**src/rtl/hazard_detection_unit.sv**
```systemverilog
// Pipeline hazard detection: load-use stall and taken-branch flush control,
// plus saturating event counters for both conditions.
module hazard_detection_unit (
    input  logic        clk,
    input  logic        rst_n,
    input  logic [4:0]  opcode_ifid,
    input  logic [3:0]  Rn_ifid,
    input  logic [3:0]  Rm_ifid,
    input  logic [4:0]  opcode_idex,
    input  logic [3:0]  Rd_idex,
    input  logic        mem_read_en_idex,
    input  logic        branch_taken_exmem,
    output logic        pc_write_en,
    output logic        if_id_write_en,
    output logic        id_ex_flush,
    output logic        ex_mem_flush,
    output logic [15:0] stall_count,
    output logic [15:0] flush_count
);

    logic        load_use;
    logic        branch;
    logic [15:0] stall_count_q, stall_count_d;
    logic [15:0] flush_count_q, flush_count_d;

    // Opcodes are reserved for future decode; both sources are always compared.
    logic unused_opcodes;
    assign unused_opcodes = ^{opcode_ifid, opcode_idex};

    // R0 is hardwired, so a load targeting it never creates a dependency.
    assign load_use = mem_read_en_idex && (Rd_idex != 4'd0) &&
                      ((Rd_idex == Rn_ifid) || (Rd_idex == Rm_ifid));
    assign branch   = branch_taken_exmem;

    always_comb begin
        pc_write_en    = 1'b1;
        if_id_write_en = 1'b1;
        id_ex_flush    = 1'b0;
        ex_mem_flush   = 1'b0;
        if (!rst_n) begin
            pc_write_en    = 1'b0;
            if_id_write_en = 1'b0;
            id_ex_flush    = 1'b1;
            ex_mem_flush   = 1'b1;
        end else if (branch) begin
            // Branch wins: the PC loads the target and younger stages are squashed.
            pc_write_en    = 1'b1;
            if_id_write_en = 1'b0;
            id_ex_flush    = 1'b1;
            ex_mem_flush   = 1'b1;
        end else if (load_use) begin
            pc_write_en    = 1'b0;
            if_id_write_en = 1'b0;
            id_ex_flush    = 1'b1;
        end
    end

    always_comb begin
        stall_count_d = stall_count_q;
        flush_count_d = flush_count_q;
        if (load_use && !branch && (stall_count_q != 16'hFFFF)) begin
            stall_count_d = stall_count_q + 16'd1;
        end
        if (branch && (flush_count_q != 16'hFFFF)) begin
            flush_count_d = flush_count_q + 16'd1;
        end
    end

    always_ff @(posedge clk) begin
        if (!rst_n) begin
            stall_count_q <= 16'd0;
            flush_count_q <= 16'd0;
        end else begin
            stall_count_q <= stall_count_d;
            flush_count_q <= flush_count_d;
        end
    end

    assign stall_count = stall_count_q;
    assign flush_count = flush_count_q;

endmodule

```
**config.mk**
```make
export PLATFORM = sky130hd
export DESIGN_NAME = hazard_detection_unit
export DESIGN_NICKNAME = d
export VERILOG_FILES = /design/src/rtl/hazard_detection_unit.sv
export SDC_FILE = /design/constraint.sdc
export NUM_CORES = 1
export LEC_CHECK = 0
export CAP_MARGIN = 20
export CORE_AREA = 3 3 92 50
export CTS_BUF_LIST = sky130_fd_sc_hd__clkbuf_2
export DETAILED_ROUTE_END_ITERATION = 8
export DIE_AREA = 0 0 95 53
export MAX_ROUTING_LAYER = met4
export PLACE_DENSITY_LB_ADDON = 0.3
export SLEW_MARGIN = 20
export SYNTH_ARGS = -nofsm -noshare
export SYNTH_HDL_FRONTEND = slang
export SYNTH_SLANG_ARGS = --single-unit
```
**constraint.sdc**
```tcl
create_clock -name clk -period 2.3 [get_ports clk]
set_input_delay 0.575 -clock clk [delete_from_list [all_inputs] [get_ports clk]]
set_output_delay 0.575 -clock clk [all_outputs]
set_load 0.005 [all_outputs]
```
## Yosys cells after proc, flatten, opt, wreduce, memory -nomap -nowiden

Index checks and enable logic that the tools add are counted.

- Flip-flop bits (word level): 32
- Bits of input ports: 26
- Output and inout port bits: 36
- Logic and storage cells: 26

- Add/subtract/negate cells: 2
- Eq/ne operators: 4
- Mux-type cells: 10
- Reduce and logical (&&, ||, !) cells: 8

Operators by type and width:

| kind | count |
|---|---|
| $add A16 B1 Y16 const B | 2 |
| $ne A16 B16 Y1 const B | 2 |
| $mux W1 | 10 |
| $eq A4 B4 Y1 | 2 |
| $logic_and A1 B1 Y1 | 5 |
| $reduce_bool A4 Y1 | 1 |
| $logic_not A1 Y1 | 1 |
| $logic_or A1 B1 Y1 | 1 |

## Longest topological paths before layout

Gate-level depths: netlist of the first run.

- Depth in word-level cells: 6
- Depth in mapped cells: 7
- Gate-level depth less buffers: 6

## Worst setup path before layout of the first run

OpenSTA, ideal clock, no wires.

- Path type: input -> register
- From: input Rd_idex[1]
- To: register stall_count_q[10], in the netlist stall_count[10]
- Setup time: 0.071 ns
- Arrival: 1.964 ns
- Required time: 2.229 ns
- Slack: 0.266 ns
- Stages: 6
- Buffers on the path: 1
- Cell sequence: xor2_1 -> nor4_4 -> o21ai_2 -> buf_6 -> or4_1 -> a21oi_1

- Cells in the longest elaborated chain, start to end: 5
- Elaborated cells on any way between the ends: 8
- Classes of those cells: eq/ne (2); reduce/logical (6)

RTL lines:

| what | RTL line | text |
|---|---|---|
| from (decl) | 10 | `input logic [3:0] Rd_idex,` |
| $eq A4 B4 Y1 / $reduce_bool A4 Y1 (equally long branches) | 32, 31 |  |
| $logic_or A1 B1 Y1 / $logic_and A1 B1 Y1 (equally long branches) | 32, 31 |  |
| $logic_and A1 B1 Y1 * | 31 | `assign load_use = mem_read_en_idex && (Rd_idex != 4'd0) &&` |
| $logic_and A1 B1 Y1 * (2 in a row) | 61 | `if (load_use && !branch && (stall_count_q != 16'hFFFF)) begin` |
| to (signal assigned) | 74 | `stall_count_q <= stall_count_d;` |
| to (decl) | 23 | `logic [15:0] stall_count_q, stall_count_d;` |

Every way passes the cells marked *; elsewhere a longest branch is shown, timed or not.
A chain may end at the register's enable or synchronous reset.

## Worst setup path in the final report of the first run

- From: input Rm_ifid[1]
- To: output pc_write_en

- Cells in the longest elaborated chain, start to end: 6

RTL lines:

| what | RTL line | text |
|---|---|---|
| from (decl) | 8 | `input logic [3:0] Rm_ifid,` |
| $eq A4 B4 Y1 | 32 | `((Rd_idex == Rn_ifid) \|\| (Rd_idex == Rm_ifid));` |
| $logic_or A1 B1 Y1 | 32 |  |
| $logic_and A1 B1 Y1 | 31 |  |
| $mux W1 | 51 | `end else if (load_use) begin` |
| $mux W1 | 45 | `end else if (branch) begin` |
| $mux W1 | 40 | `if (!rst_n) begin` |
| to (decl) | 13 | `output logic pc_write_en,` |

No other way between the ends.

==> results.yml, run 1 <==
critical_path:
  crit_required_ns: 1.73
  r2r_end: "stall_count[9]$_SDFFE_PN0P_"
  r2r_cells: 6
  crit_arrival_ns: 1.64
  critical_path_class: "in2out"
  cp_slowest_stage_delay_ns: 0.32
  reg2reg_slack_ns: 0.31
  startpoint_type: "input pin"
  worst-path-max-fanout: 2
  critical_path.cell_chain: "clkbuf_2 > xor2_2 > nor4_4 > buf_4 > o21a_1 > nor2_1 > buf_2"
  r2r-start: "stall_count[2]$_SDFFE_PN0P_"
  endpoint_kind: "output port"
  critical-path-slowest-cell: "nor4_4"
layout:
  areaGrowthSynthToFinish_pct: 50.4
  final_core_util: 0.683
  layout.nets: 320
  instances_no_fill: 346
  antenna_cells: 0
  drive_above_1_share: 0.233
clock_network:
  worstSkewPairLatency_ns: 0.35
  cts-root-buf: "clkbuf_2"
  cts_buffer_depth: 2
  clk_pin_slew_ns: 0.16
  cts_tree: "built"
  cts_sinks: 32
  hold_buffers: 0
  htree_levels: 2
  cts_buffers: 5
logic_synthesis:
  syn-num-nets: 238
  synth_cell_types: 38
  ys_ff_latch: 32
  async_flop_share: 0
  ys.flop_type: "dfxtp_1"
  synth_edf_count: 0
  ys_seq_area_frac: 0.365
  syn_area_per_cell_um2: 8.36
  yosysWarnings: 0
  syn_area_mm2: 0.00176
  syn_inst: 210
drt:
  via_per_inst: 5.44
  drt_wl_total_um: 4920
  drt-wirelength-per-cell_um: 14.2
  drt_iter0_drc: 54
  ant_nets: 0
  vias: 1883
  dr.pass1.iters: 4
  drc_errors: 0
power:
  powerDensity_mw_per_mm2: 364
  total_power_mw: 0.961
  leakagePower_nw: 0.935
  peakVddDrop_mv: 0.191
timing:
  max_slew_margin: 0.465
  hold_slack_ns: 0.503
  tightest_slew_ns: 0.794
  finalCriticalPeriod_ns: 2.22
  fmax_mhz: 451
  post-route-period-util: 0.963
  hold_viol_final: 0
  finalWorstSetupSlack_ns: 0.0849
  finClkSkew_ns: 0.00639
  setup_viol: 0
  rsz0062_at_grt: "false"
  slew_viol_final: 0
global_route:
  gr-total-overflow: 0
  grt_pass1_wl_um: 8120
  grt_use_total: 0.210
  antenna_found_initial: 0
  grt_pass1_vias: 1857
  grt_max_degree: 29
floorplan:
  num_io_pins: 62
  die_h_um: 53
  rows: 16
  die_area_mm2: 0.00504
  coreArea_mm2: 0.00386
  die_width_um: 95
  initial_core_util: 0.454
min_path:
  hp-class: "reg2reg"
  hold-path-cell-count: 2
  hp-start: "stall_count[5]$_SDFFE_PN0P_"
  min_to: "stall_count[5]$_SDFFE_PN0P_"
place:
  pre_cts_ws_ns: -0.637
  gp_congestion: 0.841
  dp_hpwl_um: 3470
  io_buffers: 51
  dp_cells: 334
outcome:
  status: "finished, final reports clean"
run:
  maxCapViolCount: 0
[state kept, by name, indices dropped and copies added, names as in the netlist]
signal       cells
stall_count     16
flush_count     16
[synth_stat cells, types with 2 or more instances]
cell / count / area share
xor2_1: 10 / 0.050
and4_1: 2 / 0.010
and3_1: 2 / 0.0071
a21oi_1: 18 / 0.051
inv_1: 6 / 0.013
o21ai_1: 2 / 0.0057
nor3_1: 6 / 0.017
ha_1: 2 / 0.014
nand2_1: 16 / 0.034
nand4_1: 9 / 0.032
nand3_1: 12 / 0.034
or4_1: 14 / 0.060
nand2b_1: 3 / 0.011
and2_1: 2 / 0.0071
buf_4: 2 / 0.0086
o41ai_1: 3 / 0.015
mux2i_1: 3 / 0.017
o21ai_0: 5 / 0.014
o31ai_1: 11 / 0.047
nor2_1: 17 / 0.036
dfxtp_1: 32 / 0.36
nor4_4: 2 / 0.024
xnor2_1: 6 / 0.030
clkbuf_1: 5 / 0.011
or3_1: 7 / 0.025
[worst max-delay path, delay by kind of cell]
kind	cells	cell delay [ns]
compound gates	1	0.12
xor+xnor	1	0.19
buf+inv	3	0.40
simple gates	2	0.36
[worst max path at each step]
stage | startpoint | endpoint | depth (start not counted)
finish | Rm_ifid[1] | pc_write_en | 7
global route | Rd_idex[2] | pc_write_en | 7
CTS | Rm_ifid[2] | id_ex_flush | 8
detailed placement | Rd_idex[0] | pc_write_en | 6
global placement | Rd_idex[0] | pc_write_en | 6
floorplan | Rd_idex[1] | stall_count[10]$_SDFFE_PN0P_ | 6
[through the flow]
stage / area [µm²] / TNS, ns
final: 2640 / 0
after CTS: 2620 / 0
after detailed placement: 2510 / -7.36
after global routing: 2640 / 0
after floorplan: 1760 / 0
after global placement: 2510 / -6.10
[layout by cell type (no fill, tap or decap), types with 6 or more instances in the layout]
master | synthesis | layout
nand3_1 | 12 | 12
xor2_2 | 0 | 6
or3_1 | 7 | 7
nor2_1 | 17 | 16
nand2_1 | 16 | 16
xnor2_1 | 6 | 6
nor3_1 | 6 | 6
a21oi_1 | 18 | 18
o31ai_1 | 11 | 11
or4_1 | 14 | 14
clkdlybuf4s50_1 | 0 | 35
dfxtp_1 | 32 | 32
inv_1 | 6 | 6
clkbuf_2 | 0 | 12
buf_4 | 2 | 33
nand4_1 | 9 | 9
[per-layer routing]
layer,part of all wire,track usage,vias up
li1,-,-,934
met1,0.44,0.235,908
met2,0.52,0.389,35
met3,0.033,0.0469,6
met4,0.0075,0.0502,0
met5,0,-,-
[what timing repair did]
action                     4_1_cts  5_1_grt
setup endpoints to repair       15        3
pin swaps                        5        8
setup buffers                    5        0
resized for setup               43       30
[cell families after synthesis]
| logic type | after synthesis | synth area share |
|---|---|---|
| XOR/XNOR | 16 | 0.0798 |
| multiplexers | 3 | 0.0171 |
| adder cells (fa/ha/maj) | 2 | 0.0143 |
| flip-flops | 32 | 0.365 |
| buffers and inverters | 15 | 0.0413 |
| AO/OA/AOI/OAI | 45 | 0.160 |
| AND/OR/NAND/NOR | 97 | 0.322 |
[power by group]
part / switching [mW] / internal [mW] / total, mW
Combinational: 0.0745 / 0.0733 / 0.148
Sequential: 0.00269 / 0.559 / 0.562
Clock: 0.189 / 0.0629 / 0.252
Total: 0.266 / 0.695 / 0.961
[layout make-up]
cell class / count / area (µm²)
fillers: 316 / 1220
multi-input cells: 163 / 1150
repair buffers: 84 / 723
flip-flops and latches: 32 / 641
well taps: 54 / 67.6
clock buffers: 5 / 25.0
inverters: 6 / 22.5
clock inverters: 2 / 7.51
Note: power is estimated with default switching activity, not from simulation.
==> inputs of run 2 (changes only) <==
--- a/config.mk
+++ b/config.mk
@@ -10,6 +10,7 @@
 export CTS_BUF_LIST = sky130_fd_sc_hd__clkbuf_2
 export DETAILED_ROUTE_END_ITERATION = 8
 export DIE_AREA = 0 0 95 53
+export GPL_TIMING_DRIVEN = 0
 export MAX_ROUTING_LAYER = met4
 export PLACE_DENSITY_LB_ADDON = 0.3
 export SLEW_MARGIN = 20
==> run 2 against run 1 <==
  * Routed wire length is 2.1% lower
  * Clock power is 8% higher
  * Non-clock buffer count is 18 lower
==> results.yml, run 2 (same netlist as run 1, synthesis figures left out) <==
power:
  p_switching_mw: 0.266
  internal-power_mw: 0.704
  pwr-share-comb: 0.138
  peakVddDrop_mv: 0.264
  powerDensity_mw_per_mm2: 387
  clkPwrFrac: 0.279
  total_power_mw: 0.970
  p_sw_frac: 0.274
  leakagePower_nw: 0.859
  seqPwrFrac: 0.582
timing:
  setup_viol: 0
  tightest_slew_ns: 0.571
  finalCriticalPeriod_ns: 2.26
  finClkSkew_ns: 0.0148
  max_slew_margin: 0.619
  setup_tns_ns: 0
  rsz0062_at_grt: "true"
  slew_viol_final: 0
  hold_viol_final: 0
  fmax_mhz: 442
  post-route-period-util: 0.983
floorplan:
  initial_core_util: 0.454
  die_area_mm2: 0.00504
  rows: 16
  coreArea_mm2: 0.00386
  num_io_pins: 62
  die_h_um: 53
  die_width_um: 95
clock_network:
  cts_buffers: 5
  hold_buffers: 0
  cts_buffer_depth: 2
  cts_tree: "built"
  htree_levels: 2
  cts_sinks: 32
  cts-root-buf: "clkbuf_2"
  worstSkewPairLatency_ns: 0.37
  clk_pin_slew_ns: 0.15
critical_path:
  critical_path_class: "in2out"
  startpoint: "Rd_idex[3]"
  crit_arrival_ns: 1.69
  critical-path-slowest-cell: "nor4_4"
  cp_slowest_stage_delay_ns: 0.27
  startpoint_type: "input pin"
  r2r-start: "stall_count[2]$_SDFFE_PN0P_"
  critPathBufInv: 3
  critical_path.cell_chain: "clkbuf_4 > xor2_2 > nor4_4 > buf_4 > o21a_1 > nor2_1 > buf_2"
  crit_required_ns: 1.73
  endpoint_kind: "output port"
  cp_top_family: "buffers and inverters"
  worst-path-max-fanout: 3
place:
  dp_cells: 314
  dp_hpwl_um: 3290
  io_buffers: 50
  gp_congestion: 0.806
layout:
  n_fill_cell: 326
  drive_above_1_share: 0.175
  instances_no_fill: 329
  areaGrowthSynthToFinish_pct: 42.7
  layout_common_cells: "clkdlybuf4s50_1, dfxtp_1, a21oi_1, nand2_1, nor2_1"
  final_common_cell: "clkdlybuf4s50_1"
  antenna_cells: 0
  layout.nets: 302
global_route:
  grt_max_degree: 11
  antenna_found_initial: 0
  grt_pass1_wl_um: 8050
  grt_use_total: 0.211
  grt_pass1_vias: 1743
  gr-total-overflow: 0
run:
  maxCapViolCount: 0
min_path:
  hp-class: "reg2reg"
  hp-start: "stall_count[14]$_SDFFE_PN0P_"
drt:
  vias: 1847
  via_per_inst: 5.61
  drt_wl_total_um: 4820
  drt_iter0_drc: 62
  drt-wirelength-per-cell_um: 14.6
  ant_nets: 0
  drc_errors: 0
  dr.pass1.iters: 4
outcome:
  status: "finished, final reports clean"
## run 2: cell types whose count changed in the layout (fill, tap and decap cells not counted), moves of 2 or more
cell / previous run / this run
buf_4: 33 / 11
clkbuf_1: 0 / 3
clkdlybuf4s50_1: 35 / 33
clkdlybuf4s15_1: 0 / 2
## run 2: timing repair
item,CTS,global route
buffers inserted,7,1
gates resized for setup,47,31
setup endpoints to repair,14,12
cloned,0,0
pin swaps,6,7
## run 2: final cells by class
class | count | area [µm²] | area share
well taps | 54 | 67.6 | 0.0270
clock buffers | 7 | 35.0 | 0.0140
multi-input cells | 163 | 1160 | 0.462
flip-flops and latches | 32 | 641 | 0.256
inverters | 6 | 22.5 | 0.00899
plain buffers | 8 | 47.5 | 0.0190
clock inverters | 1 | 3.75 | 0.00150
repair buffers | 58 | 531 | 0.212
## run 2: worst paths after layout
path         cells after the start  slack, ns                      endpoint
max reg2reg                      7       0.19   stall_count[3]$_SDFFE_PN0P_
min reg2reg                      2       0.51  stall_count[14]$_SDFFE_PN0P_
max                              7       0.04                   pc_write_en
min                              2       0.51  stall_count[14]$_SDFFE_PN0P_
## run 2: stage by stage
stage	setup slack (ns)	area (µm²)	hold slack, ns	util
final	0.0390	2500	0.514	0.648
after global routing	-0.0243	2500	0.537	0.648
after CTS	-0.0242	2450	0.512	0.633
after detailed placement	-0.768	2320	0.492	0.601
after global placement	-0.720	2320	0.488	0.601
after floorplan	0.266	1760	0.479	-
## run 2: worst register-to-register path: cells and delay by family, from the launching register on
family,cells,cell delay (ns)
simple gates,3,0.94
compound gates,2,0.23
flops,1,0.48
buf+inv,2,0.40
## run 2: metal layers
metal	global-route usage	vias to the layer above	wire (µm)
li1	-	913	-
met5	-	-	0
met3	0.0511	11	194
met1	0.257	883	2170
met4	0.0478	0	112
met2	0.361	40	2340
## run 2: power groups by stage
stage	Sequential [mW]	Clock (mW)	Combinational (mW)
floorplan	0.576	0	0.0521
global placement	0.576	0	0.108
detailed placement	0.577	0	0.110
finish	0.565	0.271	0.134
global route	0.566	0.302	0.146
CTS	0.565	0.273	0.119
